===== config.mk =====
export PLATFORM = sky130hd
export DESIGN_NAME = db15_scan_sequencer
export DESIGN_NICKNAME = d
export VERILOG_FILES = /design/src/rtl/db15_pkg.sv /design/src/rtl/db15_tick_gen.sv /design/src/rtl/db15_scan_sequencer.sv
export SDC_FILE = /design/constraint.sdc
export NUM_CORES = 1
export LEC_CHECK = 0
export ABC_AREA = 1
export CAP_MARGIN = 40
export CORE_MARGIN = 2
export CORE_UTILIZATION = 60
export DETAILED_ROUTE_END_ITERATION = 8
export GPL_TIMING_DRIVEN = 1
export PLACE_DENSITY = 0.94
export SYNTH_ARGS = -nofsm -noshare
export SYNTH_HDL_FRONTEND = slang
export SYNTH_SLANG_ARGS = --single-unit

===== constraint.sdc =====
create_clock -name clk -period 4.8 [get_ports clk]
set_input_delay 0.96 -clock clk [delete_from_list [all_inputs] [get_ports clk]]
set_output_delay 0.96 -clock clk [all_outputs]
set_load 0.01 [all_outputs]

===== src/rtl/db15_pkg.sv =====
// rtl/db15_pkg.sv - shared types and bit-index constants for the SNAC DB15 scan sequencer
package db15_pkg;

    typedef enum logic [2:0] {
        IDLE,
        LOAD,
        LOAD_REL,
        SHIFT_LO,
        SHIFT_HI,
        LATCH,
        GAP
    } db15_state_t;

    localparam int FRAME_BITS  = 32;
    localparam int PLAYER_BITS = 16;

    // Joystick word bit positions, shared with the emu-level joystick muxing
    localparam int BIT_R  = 0;
    localparam int BIT_L  = 1;
    localparam int BIT_D  = 2;
    localparam int BIT_U  = 3;
    localparam int BIT_A  = 4;
    localparam int BIT_B  = 5;
    localparam int BIT_C  = 6;
    localparam int BIT_D2 = 7;
    localparam int BIT_E  = 8;
    localparam int BIT_F  = 9;
    localparam int BIT_L2 = 10;
    localparam int BIT_S  = 11;
    localparam int BIT_A2 = 12;
    localparam int BIT_B2 = 13;

endpackage


===== src/rtl/db15_tick_gen.sv =====
// rtl/db15_tick_gen.sv - CLK_DIV divider with synchronous clear, emits a one-cycle tick
module db15_tick_gen #(
    parameter int CLK_DIV = 12
) (
    input  logic clk,
    input  logic reset_n,
    input  logic enable,
    input  logic clear,
    output logic tick
);

    localparam int W = $clog2(CLK_DIV);

    logic [W-1:0] r_cnt;
    logic         w_at_end;

    assign w_at_end = (r_cnt == W'(CLK_DIV - 1));
    assign tick     = enable && !clear && w_at_end;

    always_ff @(posedge clk or negedge reset_n) begin
        if (!reset_n) begin
            r_cnt <= '0;
        end else if (clear || !enable) begin
            r_cnt <= '0;
        end else if (w_at_end) begin
            r_cnt <= '0;
        end else begin
            r_cnt <= r_cnt + 1'b1;
        end
    end

endmodule


===== src/rtl/db15_scan_sequencer.sv =====
// rtl/db15_scan_sequencer.sv - SNAC DB15 serial adapter scan FSM and joystick output registers
// Optional: DB15_DEBOUNCE_EN publishes a frame only when it matches the previously captured frame.
module db15_scan_sequencer
    import db15_pkg::*;
#(
    parameter int CLK_DIV   = 12,
    parameter int GAP_TICKS = 64
) (
    input  logic                   clk,
    input  logic                   reset_n,
    input  logic                   enable,
    input  logic                   JOY_DATA,
    output logic                   JOY_CLK,
    output logic                   JOY_LOAD,
    output logic [PLAYER_BITS-1:0] joystick1,
    output logic [PLAYER_BITS-1:0] joystick2,
    output logic                   frame_valid,
    output logic                   busy
);

    localparam int GAP_W = (GAP_TICKS > 1) ? $clog2(GAP_TICKS) : 1;

    db15_state_t            r_state;
    logic                   r_sync1;
    logic                   r_sync2;
    logic [FRAME_BITS-1:0]  r_shift;
    logic [4:0]             r_bit;
    logic [GAP_W-1:0]       r_gap_cnt;
    logic                   r_joy_clk;
    logic                   r_joy_load;
    logic                   r_frame_valid;
    logic                   r_busy;
    logic [PLAYER_BITS-1:0] r_joy1;
    logic [PLAYER_BITS-1:0] r_joy2;
`ifdef DB15_DEBOUNCE_EN
    logic [FRAME_BITS-1:0]  r_prev_frame;
    logic                   r_prev_valid;
`endif

    logic w_tick;
    logic w_div_clear;
    logic w_sample;

    // LATCH takes no tick, so the divider restarts cleanly for GAP
    assign w_div_clear = (r_state == IDLE) || (r_state == LATCH);
    assign w_sample    = ~r_sync2;

    db15_tick_gen #(
        .CLK_DIV (CLK_DIV)
    ) u_tick_gen (
        .clk     (clk),
        .reset_n (reset_n),
        .enable  (enable),
        .clear   (w_div_clear),
        .tick    (w_tick)
    );

    always_ff @(posedge clk or negedge reset_n) begin
        if (!reset_n) begin
            r_sync1 <= 1'b1;
            r_sync2 <= 1'b1;
        end else begin
            r_sync1 <= JOY_DATA;
            r_sync2 <= r_sync1;
        end
    end

    always_ff @(posedge clk or negedge reset_n) begin
        if (!reset_n) begin
            r_state       <= IDLE;
            r_shift       <= '0;
            r_bit         <= '0;
            r_gap_cnt     <= '0;
            r_joy_clk     <= 1'b1;
            r_joy_load    <= 1'b1;
            r_frame_valid <= 1'b0;
            r_busy        <= 1'b0;
            r_joy1        <= '0;
            r_joy2        <= '0;
`ifdef DB15_DEBOUNCE_EN
            r_prev_frame  <= '0;
            r_prev_valid  <= 1'b0;
`endif
        end else if (!enable) begin
            r_state       <= IDLE;
            r_shift       <= '0;
            r_bit         <= '0;
            r_gap_cnt     <= '0;
            r_joy_clk     <= 1'b1;
            r_joy_load    <= 1'b1;
            r_frame_valid <= 1'b0;
            r_busy        <= 1'b0;
            r_joy1        <= '0;
            r_joy2        <= '0;
`ifdef DB15_DEBOUNCE_EN
            r_prev_frame  <= '0;
            r_prev_valid  <= 1'b0;
`endif
        end else begin
            r_frame_valid <= 1'b0;
            case (r_state)
                IDLE: begin
                    r_state    <= LOAD;
                    r_joy_load <= 1'b0;
                    r_busy     <= 1'b1;
                end
                LOAD: begin
                    if (w_tick) begin
                        r_state    <= LOAD_REL;
                        r_joy_load <= 1'b1;
                    end
                end
                LOAD_REL: begin
                    if (w_tick) begin
                        r_state   <= SHIFT_LO;
                        r_bit     <= '0;
                        r_joy_clk <= 1'b0;
                        r_shift   <= {r_shift[FRAME_BITS-2:0], w_sample};
                    end
                end
                SHIFT_LO: begin
                    if (w_tick) begin
                        r_state   <= SHIFT_HI;
                        r_joy_clk <= 1'b1;
                    end
                end
                SHIFT_HI: begin
                    if (w_tick) begin
                        if (r_bit == 5'(FRAME_BITS - 1)) begin
                            r_state <= LATCH;
                        end else begin
                            r_state   <= SHIFT_LO;
                            r_bit     <= r_bit + 1'b1;
                            r_joy_clk <= 1'b0;
                            r_shift   <= {r_shift[FRAME_BITS-2:0], w_sample};
                        end
                    end
                end
                LATCH: begin
                    // First sample sits in the MSB: player 1 high half, player 2 low half
`ifdef DB15_DEBOUNCE_EN
                    if (r_prev_valid && (r_shift == r_prev_frame)) begin
                        r_joy1        <= r_shift[FRAME_BITS-1 -: PLAYER_BITS];
                        r_joy2        <= r_shift[PLAYER_BITS-1:0];
                        r_frame_valid <= 1'b1;
                    end
                    r_prev_frame <= r_shift;
                    r_prev_valid <= 1'b1;
`else
                    r_joy1        <= r_shift[FRAME_BITS-1 -: PLAYER_BITS];
                    r_joy2        <= r_shift[PLAYER_BITS-1:0];
                    r_frame_valid <= 1'b1;
`endif
                    r_busy    <= 1'b0;
                    r_gap_cnt <= '0;
                    r_state   <= GAP;
                end
                GAP: begin
                    if (w_tick) begin
                        if (r_gap_cnt == GAP_W'(GAP_TICKS - 1)) begin
                            r_state    <= LOAD;
                            r_joy_load <= 1'b0;
                            r_busy     <= 1'b1;
                            r_gap_cnt  <= '0;
                        end else begin
                            r_gap_cnt <= r_gap_cnt + 1'b1;
                        end
                    end
                end
                default: begin
                    r_state <= IDLE;
                end
            endcase
        end
    end

    assign JOY_CLK     = r_joy_clk;
    assign JOY_LOAD    = r_joy_load;
    assign joystick1   = r_joy1;
    assign joystick2   = r_joy2;
    assign frame_valid = r_frame_valid;
    assign busy        = r_busy;

endmodule


* After elaboration in Yosys (flattened, before gate mapping)
Index checks and enable logic that the tools add are counted.
** Storage, ports and cells
- Input port bits :: 4
- Latch bits :: 0
- Bits in read-only memories :: 0
- Flip-flop bits (word level) :: 88
- Memory bits (writable) :: 0
- Word-level logic and storage cells :: 97
- Memories :: 0
** Operators by class
- Reduce and logical (&&, ||, !) cells :: 13
- Order comparisons :: 0
- Div/mod/pow operators :: 0
- Bitwise gates (word level) :: 1
- Equality and inequality tests :: 22
- Add/sub/neg operators :: 3
- Muxes and demuxes :: 45
- Multiply operators :: 0
- Shifts and indexed selects :: 0
** Operator list (count)
- $mux W32 :: 4
- $mux W16 :: 4
- $pmux W32 S2 :: 1
- $mux W3 :: 8
- $pmux W3 S7 :: 1
- $mux W5 :: 4
- $mux W6 :: 3
- $ne A3 B2 Y1 const B :: 5
- $mux W1 :: 13
- $ne A4 B1 Y1 const B :: 3
- $pmux W6 S2 :: 1
- $pmux W5 S2 :: 1
- $eq A3 B3 Y1 const B :: 3
- $pmux W1 S3 :: 3
- $mux W4 :: 2
- $reduce_and A4 Y1 :: 2
- $add A6 B1 Y6 const B :: 1
- $eq A3 B2 Y1 const B :: 2
- $eq A6 B6 Y1 const B :: 1
- $ne A3 B1 Y1 const B :: 2
- $ne A3 B3 Y1 const B :: 2
- $reduce_and A6 Y1 :: 1
- $add A5 B1 Y5 const B :: 1
- $eq A5 B5 Y1 const B :: 1
- 12 further kinds :: 15

* Depth between registers and ports, before layout
Gate-level depths: netlist of run 1.
- Word-level depth :: 8
- Depth in mapped cells :: 11
- Mapped depth without buffers :: 10

* Modules after synthesis
Synthesis of run 1 repeated with hierarchy kept, for this count alone.
** Unflattened totals
- Cell total of the unflattened synthesis :: 416
- Area, all modules :: 3843.7 sq um
** Modules (own cells, without submodules)
- db15_scan_sequencer :: instances 1, area an instance 3647.2 sq um, cells each 393
- db15_tick_gen :: instances 1, area an instance 196.4 sq um, cells each 23

* Worst setup path before layout of run 1
No wires, ideal clock.
- Path type :: input -> register
- Start :: in enable
- End :: reg r_state[0]
- Path buffers :: 0
- Arrival time :: 1.756 ns
- Library setup time :: 0.066 ns
- Path slack :: 2.978 ns
- Stages on the path :: 7
- Cell sequence :: inv_2 -> nor2_1 -> nand2_1 -> inv_1 -> a21oi_1 -> nand3_1 -> nand2_1
** Between the ends
- Cells in the longest elaborated chain, start to end :: 4
- Elaborated cells on any way between the ends :: 10
- Those cells by class :: eq/ne (6); mux (1); reduce/logical (3)
** RTL lines
- from (decl) :: line db15_scan_sequencer.sv:11 : input logic enable,
- $logic_and A1 B1 Y1 (2 in series) :: line db15_tick_gen.sv:18 : assign tick = enable && !clear && w_at_end;
- $ne A3 B2 Y1 (no source line)
- $reduce_and A6 Y1 (no source line)
- to (signal assigned) :: line db15_scan_sequencer.sv:70 : r_state <= IDLE;
- to (signal assigned) :: line db15_scan_sequencer.sv:85 : r_state <= IDLE;
- to (signal assigned) :: line db15_scan_sequencer.sv:103 : r_state <= LOAD;
- to (decl) :: line db15_scan_sequencer.sv:23 : db15_state_t r_state;
Several ways; a longest one is shown, not always the timed one.
A chain may end at the register's enable or synchronous reset.

* Worst setup path after layout of run 1
- Start :: in enable
- End :: reg r_shift[4]
** Between the ends
- Cells in the longest elaborated chain, start to end :: 4
- Elaborated cells on any way between the ends :: 8
- Those cells by class :: eq/ne (4); mux (1); reduce/logical (3)
** RTL lines
- $logic_and A1 B1 Y1 (2 in series) :: line db15_tick_gen.sv:18
- $ne A3 B2 Y1 (no source line)
- $reduce_and A4 Y1 (no source line)
- to (signal assigned) :: line db15_scan_sequencer.sv:118 : r_shift <= {r_shift[FRAME_BITS-2:0], w_sample};
- to (signal assigned) :: line db15_scan_sequencer.sv:135 : r_shift <= {r_shift[FRAME_BITS-2:0], w_sample};
- to (decl) :: line db15_scan_sequencer.sv:26 : logic [FRAME_BITS-1:0] r_shift;
Several ways; a longest one is shown, not always the timed one.

==> flow_summary_export.csv, run 1 <==
group,metric,value,unit
synth,yosysWarningCount,0,
synth,synthDistinctLibCells,34,
critical_path,required,5.05,ns
synth,synth_top_cells_by_area,"sky130_fd_sc_hd__dfrtp_1 (54%), sky130_fd_sc_hd__nand2_1 (8.6%), sky130_fd_sc_hd__o21ai_2 (7.4%)",
sta,fin_tns_setup,0,ns
power,p_sw_frac,0.3000,
grt,grt_max_degree,65,
place,place.gp.congestion,0.8230,
floorplan,start_util,0.6191,
synth,synth_area,3909,um2
sta,finalClockSkew,0.01108,ns
clocking,source_to_sink_clock_delay_at_the_later_pin_of_the_worst_skew_pair,0.37,ns
sta,grt_setup_unrepaired,"false",
layout,fillers,436,
floorplan,core.rowCount,29,
synth,number_of_synthesized_flops_with_an_enable_pin,0,
layout,layout_commonest_cell,"sky130_fd_sc_hd__nand2_1",
layout,num_antenna_cells,0,
synth,area_share_of_the_leading_cell_type_in_the_synthesized_netlist,0.5378,
clocking,cts_setup_buffers,0,
power,pwr-share-seq,0.539,
floorplan,fp.dieH,84.71,um
power,share_clk_of_total_power,0.320,
place,port_buffers,39,
synth,postSynth.asyncResetShare,1.000,
synth,ys.flop_type,"sky130_fd_sc_hd__dfrtp_1",
grt,gr-total-overflow,0,
drt,vias,2934,
drt,detail_route.first_pass.iterations,5,
sta,timing.final.setup_violations,0,
drt,drc,0,
synth,ys_seq_elements,88,
floorplan,floorplan.die_area,7176,um2
clocking,clk_pin_slew,0.09,ns
clocking,cts.sink_count,88,
clocking,post_cts_resize_count,0,
floorplan,io_pins,40,
power,irDropWorstVdd,0.0001796,V
critical_path,setup.worst_path.end_class,"register",
critical_path,crit_path_max_fanout,28,
layout,layout_common_cells,"sky130_fd_sc_hd__nand2_1 (90), sky130_fd_sc_hd__dfrtp_1 (84), sky130_fd_sc_hd__nand3_1 (43)",
grt,grt_pass1_wl,13410,um
grt,grt_antenna_before_repair,0,
layout,sequential_cell_area,2207,um2
drt,drt-total-wl,7763,um
place,dp_hpwl,5318,um
layout,fraction_of_final_layout_cells_sized_beyond_drive_strength_1,0.1655,
power,pwr_density_cell,327.1,nW/um2
sta,finalHoldViolations,0,
floorplan,core_area,6314,um2
sta,period_minus_slack,2.829,ns
layout,finish.net_count,450,
grt,number_of_global_route_vias_before_repair,2981,
sta,final_min_period_over_clock_period,0.5893,
clocking,cts_root_buffer,"sky130_fd_sc_hd__clkbuf_8",
critical_path,timing.critical_path.arrival,3.08,ns
clocking,cts-buffers-inserted,9,
outcome,status,"finished clean",
layout,multi_input_area,1413,um2
power,power_leakage,2.041,nW
grt,track_usage,0.2367,
sta,headroom_to_the_max_slew_limit,0.5765,
drt,postRouteAntennaNets,0,
clocking,tritoncts,"done",
layout,layout-area-overhead-vs-synth,15.04,%
critical_path,critical_path_class,"input port to register",
drt,detail_route.iter0.violations,213,
synth,synthesis.area_per_instance,9.675,um2
job,max_cap_violations,0,
power,combPwrFrac,0.141,
sta,pins_over_slew_limit,0,
sta,tightest_slew,0.6332,ns
drt,route.detailed.wl_per_inst,14.81,um
synth,synthDominantAreaCellType,"sky130_fd_sc_hd__dfrtp_1",
clocking,hold_buffers,0,
synth,post_synth_inst_count,404,
power,netSwitchingPower,0.0004413,W
min_path,hold_path.class,"register to register",
place,pre_cts_slack,1.595,ns
floorplan,die_width,84.71,um
critical_path,setup.worst_path.start_class,"input port",
synth,syn-num-nets,412,
sta,post_route_setup_slack,1.972,ns
sta,fmax,0.3535,GHz
clocking,clock_tree.buffer_depth,2,
power,power_report.internal_total,0.001030,W
synth,synth-seq-area-share,0.5647,
clocking,ctsHtreeMaxLevel,3,
drt,vias_per_cell,5.599,
routing by layer:
metal	vias to the layer above	track usage	share of wire
met1	1415	0.3110	0.42
met2	97	0.3758	0.49
li1	1397	-	-
met5	-	0	0
met3	25	0.03933	0.055
met4	0	0.1342	0.033
path summary, 6_finish.rpt:
check,depth (start not counted),endpoint,from,slack (ns)
max,6,r_shift[4]$_DFFE_PN0P_,enable,1.97
min,0,r_sync2$_DFF_PN1_,r_sync1$_DFF_PN1_,0.36
max reg2reg,10,r_shift[4]$_DFFE_PN0P_,r_bit[0]$_DFFE_PN0P_,2.57
min reg2reg,0,r_sync2$_DFF_PN1_,r_sync1$_DFF_PN1_,0.36
max in group asynchronous,2,r_sync2$_DFF_PN1_,reset_n,3.66
min in group asynchronous,1,joystick1[8]$_DFFE_PN0P_,reset_n,0.49
cell usage after synthesis, types with 4 or more instances:
| master | n |
|---|---|
| sky130_fd_sc_hd__inv_2 | 5 |
| sky130_fd_sc_hd__o21ai_0 | 23 |
| sky130_fd_sc_hd__clkbuf_1 | 4 |
| sky130_fd_sc_hd__a21oi_1 | 5 |
| sky130_fd_sc_hd__inv_1 | 41 |
| sky130_fd_sc_hd__nor2_1 | 16 |
| sky130_fd_sc_hd__dfrtp_1 | 84 |
| sky130_fd_sc_hd__nand4_1 | 4 |
| sky130_fd_sc_hd__nand3_1 | 43 |
| sky130_fd_sc_hd__o21ai_2 | 33 |
| sky130_fd_sc_hd__nand2_1 | 90 |
| sky130_fd_sc_hd__buf_6 | 4 |
| sky130_fd_sc_hd__buf_2 | 4 |
| sky130_fd_sc_hd__o21ai_1 | 13 |
| sky130_fd_sc_hd__dfstp_2 | 4 |
| sky130_fd_sc_hd__ha_1 | 4 |
metrics by stage:
| step | util | area (um2) | hold WS, ns | std cells | power, W |
|---|---|---|---|---|---|
| 2_1_floorplan | - | 3909 | 0.3452 | 404 | 0.0009520 |
| 3_3_place_gp | 0.6795 | 4290 | 0.3461 | 507 | 0.001002 |
| 3_5_place_dp | 0.6839 | 4318 | 0.3489 | 508 | 0.001016 |
| 4_1_cts | 0.7122 | 4497 | 0.3615 | 524 | 0.001482 |
| 5_1_grt | 0.7122 | 4497 | 0.3655 | 524 | 0.001542 |
| 6_report | 0.7122 | 4497 | 0.3594 | 524 | 0.001471 |
power groups by stage:
stage,logic (W),registers [W],clock network (W)
global route,0.000234,0.000797,0.000511
global placement,0.000197,0.000805,0
detailed placement,0.000209,0.000807,0
floorplan,0.000145,0.000807,0
CTS,0.000209,0.000792,0.000481
finish,0.000207,0.000793,0.000471
cell families (layout without fill, tap and decap cells):
family | after synthesis | count (layout) | share of synthesized area
AOI/OAI and AO/OA | 78 | 78 | 0.1348
adders and majority gates | 4 | 4 | 0.01280
and+or+nand+nor | 170 | 170 | 0.2071
DFF | 88 | 88 | 0.5647
xor gates and xnor gates | 3 | 3 | 0.006723
buffers and inverters | 61 | 104 | 0.07394
final cells by class:
cell class,instances,area share
clock buffers,9,0.02755
clock inverters,7,0.01224
inverters,47,0.03979
multi-input cells,255,0.3141
flip-flops and latches,88,0.4908
well taps,77,0.02142
repair buffers,41,0.09405
registers in the layout, indices dropped and copies added (netlist names):
signal / cells
JOY_CLK: 1
JOY_LOAD: 1
busy: 1
frame_valid: 1
joystick1: 16
joystick2: 16
r_bit: 5
r_gap_cnt: 6
r_shift: 32
r_state: 3
r_sync1: 1
r_sync2: 1
u_tick_gen.r_cnt: 4
worst max-delay path, cell delays in order:
cell and delay, ns:
sky130_fd_sc_hd__clkdlybuf4s50_1 0.87, sky130_fd_sc_hd__nand4_4 0.25, sky130_fd_sc_hd__nor2_8 0.40, sky130_fd_sc_hd__inv_4 0.18, sky130_fd_sc_hd__nand2_4 0.31, sky130_fd_sc_hd__o21ai_2 0.08
Note: power is estimated with default switching activity, not from simulation.
==> run 2, diff against run 1 <==
--- a/config.mk
+++ b/config.mk
@@ -8,10 +8,10 @@
 export ABC_AREA = 1
 export CAP_MARGIN = 40
 export CORE_MARGIN = 2
-export CORE_UTILIZATION = 60
+export CORE_UTILIZATION = 51
 export DETAILED_ROUTE_END_ITERATION = 8
 export GPL_TIMING_DRIVEN = 1
-export PLACE_DENSITY = 0.94
+export PLACE_DENSITY = 0.86
 export SYNTH_ARGS = -nofsm -noshare
 export SYNTH_HDL_FRONTEND = slang
 export SYNTH_SLANG_ARGS = --single-unit
==> constraint.sdc (replaced) <==
create_clock -name clk -period 2.32 [get_ports clk]
set_input_delay 0.464 -clock clk [delete_from_list [all_inputs] [get_ports clk]]
set_output_delay 0.464 -clock clk [all_outputs]
set_load 0.01 [all_outputs]
==> flow_summary_export.csv, run 2 (synthesized netlist as in run 1, its figures left out) <==
group,metric,value,unit
outcome,status,"finished clean",
place,port_buffers,39,
grt,grt_max_degree,66,
place,post_dp_cell_area,4373,um2
layout,largest_register,"r_shift",
grt,gr-usage-met2,0.2984,
floorplan,core_area,7331,um2
drt,vias,2843,
layout,layout_commonest_cell,"sky130_fd_sc_hd__nand2_1",
layout,final_area,4564,um2
critical_path,critical_path.startpoint,"r_bit[0]$_DFFE_PN0P_",
clocking,cts_root_buffer,"sky130_fd_sc_hd__clkbuf_8",
place,place.gp.congestion,0.8102,
critical_path,setup.worst_path.end_class,"register",
grt,globalRoute.busiestLayer,"met2",
floorplan,io_pins,40,
layout,layout_common_cells,"sky130_fd_sc_hd__nand2_1 (90), sky130_fd_sc_hd__dfrtp_1 (84), sky130_fd_sc_hd__nand3_1 (43)",
sta,headroom_to_the_max_slew_limit,0.6933,
clocking,source_to_sink_clock_delay_at_the_later_pin_of_the_worst_skew_pair,0.35,ns
grt,number_of_global_route_vias_before_repair,2799,
grt,global_route.usage.met1,0.2684,
floorplan,die_width,91.55,um
critical_path,critical_path.cell_chain,"ha_1, nand2_1, nor2_1, ha_1, nand2_4, nand2_4, nor2_8, inv_4, nand2_4, o21ai_2",
job,max_cap_violations,0,
layout,fillers,581,
clocking,post_cts_resize_count,0,
sta,tightest_slew,0.4601,ns
sta,fmax,0.5159,GHz
critical_path,r2r_setup_slack,0.38,ns
critical_path,required,2.55,ns
floorplan,core.rowCount,31,
power,post-layout-total-power,0.003115,W
drt,postRouteAntennaNets,0,
sta,finalClockSkew,0.01507,ns
drt,detail_route.first_pass.iterations,4,
critical_path,critical_path.reg2reg.startpoint,"r_bit[0]$_DFFE_PN0P_",
clocking,clk_pin_slew,0.09,ns
clocking,clock_tree.buffer_depth,2,
clocking,hold_buffers,0,
sta,timing.final.setup_violations,0,
power,pwr_density_cell,682.5,nW/um2
drt,vias_per_cell,5.188,
sta,final_min_period_over_clock_period,0.8356,
grt,grt_pass1_wl,12970,um
critical_path,timing.critical_path.arrival,2.17,ns
grt,grt_antenna_before_repair,0,
power,irDropWorstVdd,0.0002762,V
critical_path,cpMostUsedCell,"sky130_fd_sc_hd__nand2_4",
grt,track_usage,0.1908,
layout,layout-area-overhead-vs-synth,16.77,%
layout,largest_register_ff_count,32,
sta,holdWs,0.008074,ns
floorplan,fp.dieH,91.55,um
drt,route.detailed.wl_per_inst,13.41,um
critical_path,crit_path_max_fanout,20,
sta,period_minus_slack,1.938,ns
place,dp_hpwl,4997,um
power,power_leakage,2.057,nW
critical_path,setup.worst_path.start_class,"register",
sta,grt_setup_unrepaired,"false",
sta,fin_tns_setup,0,ns
critical_path,crit_slowest_cell,"sky130_fd_sc_hd__dfrtp_1",
clocking,cts_setup_buffers,0,
layout,finish.net_count,453,
clocking,ctsHtreeMaxLevel,3,
floorplan,floorplan.die_area,8380,um2
sta,pins_over_slew_limit,0,
min_path,hold_path.class,"input port to asynchronous set/reset pin",
drt,detail_route.iter0.violations,249,
critical_path,critical-path-max-stage-delay,0.42,ns
clocking,cts.sink_count,88,
layout,num_antenna_cells,0,
drt,drt-total-wl,7346,um
sta,finalHoldViolations,0,
clocking,cts-buffers-inserted,9,
critical_path,regToRegEndpoint,"r_bit[3]$_DFFE_PN0P_",
critical_path,timing.critical_path.buf_inv,1,
grt,gr-total-overflow,0,
layout,fraction_of_final_layout_cells_sized_beyond_drive_strength_1,0.1693,
drt,drc,0,
floorplan,start_util,0.5332,
critical_path,critical_path_class,"register to register",
critical_path,critPathTopFamily,"simple AND/OR/NAND/NOR gates",
critical_path,r2r.worst_path.cells,10,
clocking,tritoncts,"done",
grt,grt_util_met3,0.02988,
-- run 2: cell count changes in the layout (fill, tap and decap cells not counted), sizes merged --
cell	delta
buf	+3
clkinv	-2
bufinv	+1
clkinvlp	+1
inv	-1
-- run 2: power by group --
group / internal, W / total (W) / switching (W)
Sequential: 0.00159 / 0.00164 / 0.0000565
Combinational: 0.000147 / 0.000436 / 0.000289
Clock: 0.000497 / 0.00104 / 0.000539
-- run 2: layer usage --
metal / vias up / part of all wire
li1: 1405 / -
met1: 1359 / 0.46
met2: 70 / 0.49
met3: 9 / 0.045
met4: 0 / 0.013
met5: - / 0
-- run 2: final cells by class --
class / count / area (um2) / area share
clock buffer: 9 / 123.9 / 0.02714
clock inverter: 6 / 67.56 / 0.01480
inverter: 47 / 178.9 / 0.03920
multi-input combinational: 255 / 1413 / 0.3095
sequential: 88 / 2207 / 0.4836
tap: 99 / 123.9 / 0.02714
timing repair buffer: 44 / 450.4 / 0.09868
-- run 2: worst max path at each step --
| stage | to | slack (ns) | cells past startpoint |
|---|---|---|---|
| after floorplan | r_shift[0]$_DFFE_PN0P_ | 0.61 | 11 |
| after global placement | r_shift[0]$_DFFE_PN0P_ | 0.21 | 6 |
| after detailed placement | r_shift[6]$_DFFE_PN0P_ | 0.13 | 6 |
| after CTS | r_bit[3]$_DFFE_PN0P_ | 0.38 | 10 |
| after global routing | r_bit[3]$_DFFE_PN0P_ | 0.24 | 10 |
| final | r_bit[3]$_DFFE_PN0P_ | 0.38 | 10 |
-- run 2: metrics by stage --
step	worst slack [ns]	cells	utilization
final	0.3815	548	0.6226
after global routing	0.2436	548	0.6226
after CTS	0.3773	548	0.6226
after detailed placement	0.1321	533	0.5965
after global placement	0.2054	533	0.5965
after floorplan	0.6136	404	-
==> run 3, diff against run 2 <==
--- a/config.mk
+++ b/config.mk
@@ -8,10 +8,10 @@
 export ABC_AREA = 1
 export CAP_MARGIN = 40
 export CORE_MARGIN = 2
-export CORE_UTILIZATION = 51
+export CORE_UTILIZATION = 56
 export DETAILED_ROUTE_END_ITERATION = 8
 export GPL_TIMING_DRIVEN = 1
-export PLACE_DENSITY = 0.86
+export PLACE_DENSITY = 0.89
 export SYNTH_ARGS = -nofsm -noshare
 export SYNTH_HDL_FRONTEND = slang
 export SYNTH_SLANG_ARGS = --single-unit
==> constraint.sdc (replaced) <==
create_clock -name clk -period 2 [get_ports clk]
set_input_delay 0.4 -clock clk [delete_from_list [all_inputs] [get_ports clk]]
set_output_delay 0.4 -clock clk [all_outputs]
set_load 0.01 [all_outputs]
==> flow_summary_export.csv, run 3 (synthesized netlist as in run 1, its figures left out) <==
group,metric,value,unit
sta,grt_setup_unrepaired,"false",
drt,vias_per_cell,5.451,
power,share_clk_of_total_power,0.326,
layout,largest_register,"r_shift",
grt,grt_pass1_wl,13630,um
drt,detail_route.iter0.violations,200,
critical_path,critical_path.startpoint,"r_bit[0]$_DFFE_PN0P_",
floorplan,core.rowCount,30,
clocking,source_to_sink_clock_delay_at_the_later_pin_of_the_worst_skew_pair,0.36,ns
power,netSwitchingPower,0.001077,W
floorplan,io_pins,40,
critical_path,timing.critical_path.arrival,2.17,ns
sta,period_minus_slack,1.883,ns
drt,route.detailed.wl_per_inst,14.41,um
power,irDropWorstVdd,0.0005289,V
power,p_sw_frac,0.2990,
drt,top_signal_layer_used,"met4",
critical_path,critical_path.cell_chain,"ha_1, nand2_1, nor2_1, ha_2, nand2_4, nand2_4, nor2_8, buf_4, nor2_4, nand2_1, o21ai_2",
power,combPwrFrac,0.145,
layout,finish.net_count,462,
critical_path,critical_path.reg2reg.startpoint,"r_bit[0]$_DFFE_PN0P_",
layout,largest_register_ff_count,32,
clocking,clk_pin_slew,0.09,ns
drt,vias,2938,
sta,final_min_period_over_clock_period,0.9413,
outcome,status,"finished clean",
drt,wl_met3,281,um
floorplan,start_util,0.5785,
floorplan,die_width,87.55,um
place,dp_hpwl,5247,um
critical_path,critical-path-max-stage-delay,0.41,ns
drt,met2_length,3906,um
power,pwr_density_cell,777.7,nW/um2
critical_path,critical_path_class,"register to register",
critical_path,critPathTopFamily,"simple AND/OR/NAND/NOR gates",
power,power_leakage,2.097,nW
min_path,hold_path_startpoint,"r_sync1$_DFF_PN1_",
sta,tightest_slew,0.3400,ns
place,place.gp.congestion,0.8914,
layout,layout_common_cells,"sky130_fd_sc_hd__nand2_1 (90), sky130_fd_sc_hd__dfrtp_1 (84), sky130_fd_sc_hd__nand3_1 (43)",
drt,drc,0,
critical_path,crit_slowest_cell,"sky130_fd_sc_hd__dfrtp_1",
layout,postLayoutCoreUtil,0.6854,
clocking,cts_root_buffer,"sky130_fd_sc_hd__clkbuf_8",
floorplan,floorplan.die_area,7664,um2
clocking,ctsHtreeMaxLevel,3,
clocking,clock_tree.buffer_depth,2,
grt,track_usage,0.2286,
clocking,cts.sink_count,88,
critical_path,setup.worst_path.end_class,"register",
min_path,hold_path.class,"register to register",
sta,headroom_to_the_max_slew_limit,0.7731,
layout,num_antenna_cells,0,
critical_path,setup.worst_path.start_class,"register",
drt,postRouteAntennaNets,0,
layout,layout-area-overhead-vs-synth,18.47,%
job,max_cap_violations,0,
floorplan,fp.dieH,87.55,um
sta,finalClockSkew,0.01399,ns
critical_path,crit_path_max_fanout,9,
sta,fmax,0.5312,GHz
clocking,cts-buffers-inserted,9,
sta,pins_over_slew_limit,0,
power,pwr-share-seq,0.529,
clocking,tritoncts,"done",
drt,m1WireLength,3395,um
grt,grt_max_degree,35,
grt,number_of_global_route_vias_before_repair,3032,
floorplan,core_area,6756,um2
layout,layout_commonest_cell,"sky130_fd_sc_hd__nand2_1",
place,port_buffers,39,
grt,grt_antenna_before_repair,0,
critical_path,required,2.29,ns
sta,finalHoldViolations,0,
sta,timing.final.setup_violations,0,
critical_path,timing.critical_path.buf_inv,1,
sta,fin_tns_setup,0,ns
power,power_report.internal_total,0.002525,W
grt,gr-total-overflow,0,
drt,detail_route.first_pass.iterations,4,
layout,fillers,485,
drt,drt-total-wl,7769,um
layout,fraction_of_final_layout_cells_sized_beyond_drive_strength_1,0.1874,
## run 3: layer usage
metal / up-vias / track usage
met3: 18 / 0.03959
met4: 0 / 0.09930
li1: 1421 / -
met1: 1434 / 0.2907
met5: - / 0
met2: 65 / 0.3871
## run 3: final cells by class
class | count | area, um2 | share of cell area
clock inverters | 6 | 51.30 | 0.01108
well taps | 80 | 100.1 | 0.02162
flip-flops and latches | 88 | 2207 | 0.4766
multi-input cells | 256 | 1426 | 0.3080
repair buffers | 52 | 529.3 | 0.1143
clock buffers | 10 | 137.6 | 0.02972
inverters | 47 | 178.9 | 0.03864
## run 3: power groups by stage
| stage | sequential [W] | clock (W) | combinational (W) |
|---|---|---|---|
| floorplan | 0.00194 | 0 | 0.000347 |
| global placement | 0.00193 | 0 | 0.000498 |
| detailed placement | 0.00194 | 0 | 0.000522 |
| CTS | 0.00190 | 0.00120 | 0.000527 |
| global route | 0.00191 | 0.00126 | 0.000594 |
| finish | 0.00190 | 0.00117 | 0.000522 |
## run 3: worst paths after layout
kind                                            end  slack, ns  depth (start not counted)
setup / recovery            r_shift[17]$_DFFE_PN0P_       0.12                         11
hold / removal                    r_sync2$_DFF_PN1_       0.36                          0
setup reg to reg            r_shift[17]$_DFFE_PN0P_       0.12                         11
max in group asynchronous   r_shift[11]$_DFFE_PN0P_       0.99                          3
min in group asynchronous  joystick2[7]$_DFFE_PN0P_       0.46                          2
hold reg to reg                   r_sync2$_DFF_PN1_       0.36                          0
## run 3: metrics by stage
stage               setup slack [ns]  instance area [um2]  hold slack, ns  power (W)  std cells
detailed placement           0.01583                 4414          0.3070   0.002459        521
CTS                           0.1201                 4613          0.3654   0.003625        538
global route                0.006896                 4631          0.3734   0.003772        539
finish                        0.1174                 4631          0.3647   0.003601        539
floorplan                     0.2936                 3909          0.1044   0.002285        404
global placement             0.08871                 4414          0.2996   0.002432        521
## run 3: timing repair
action,CTS,global route
endpoints found under the hold margin,13,0
setup buffers,0,0
endpoints found under the setup margin,0,8
hold buffers,1,0
resized for setup,0,2
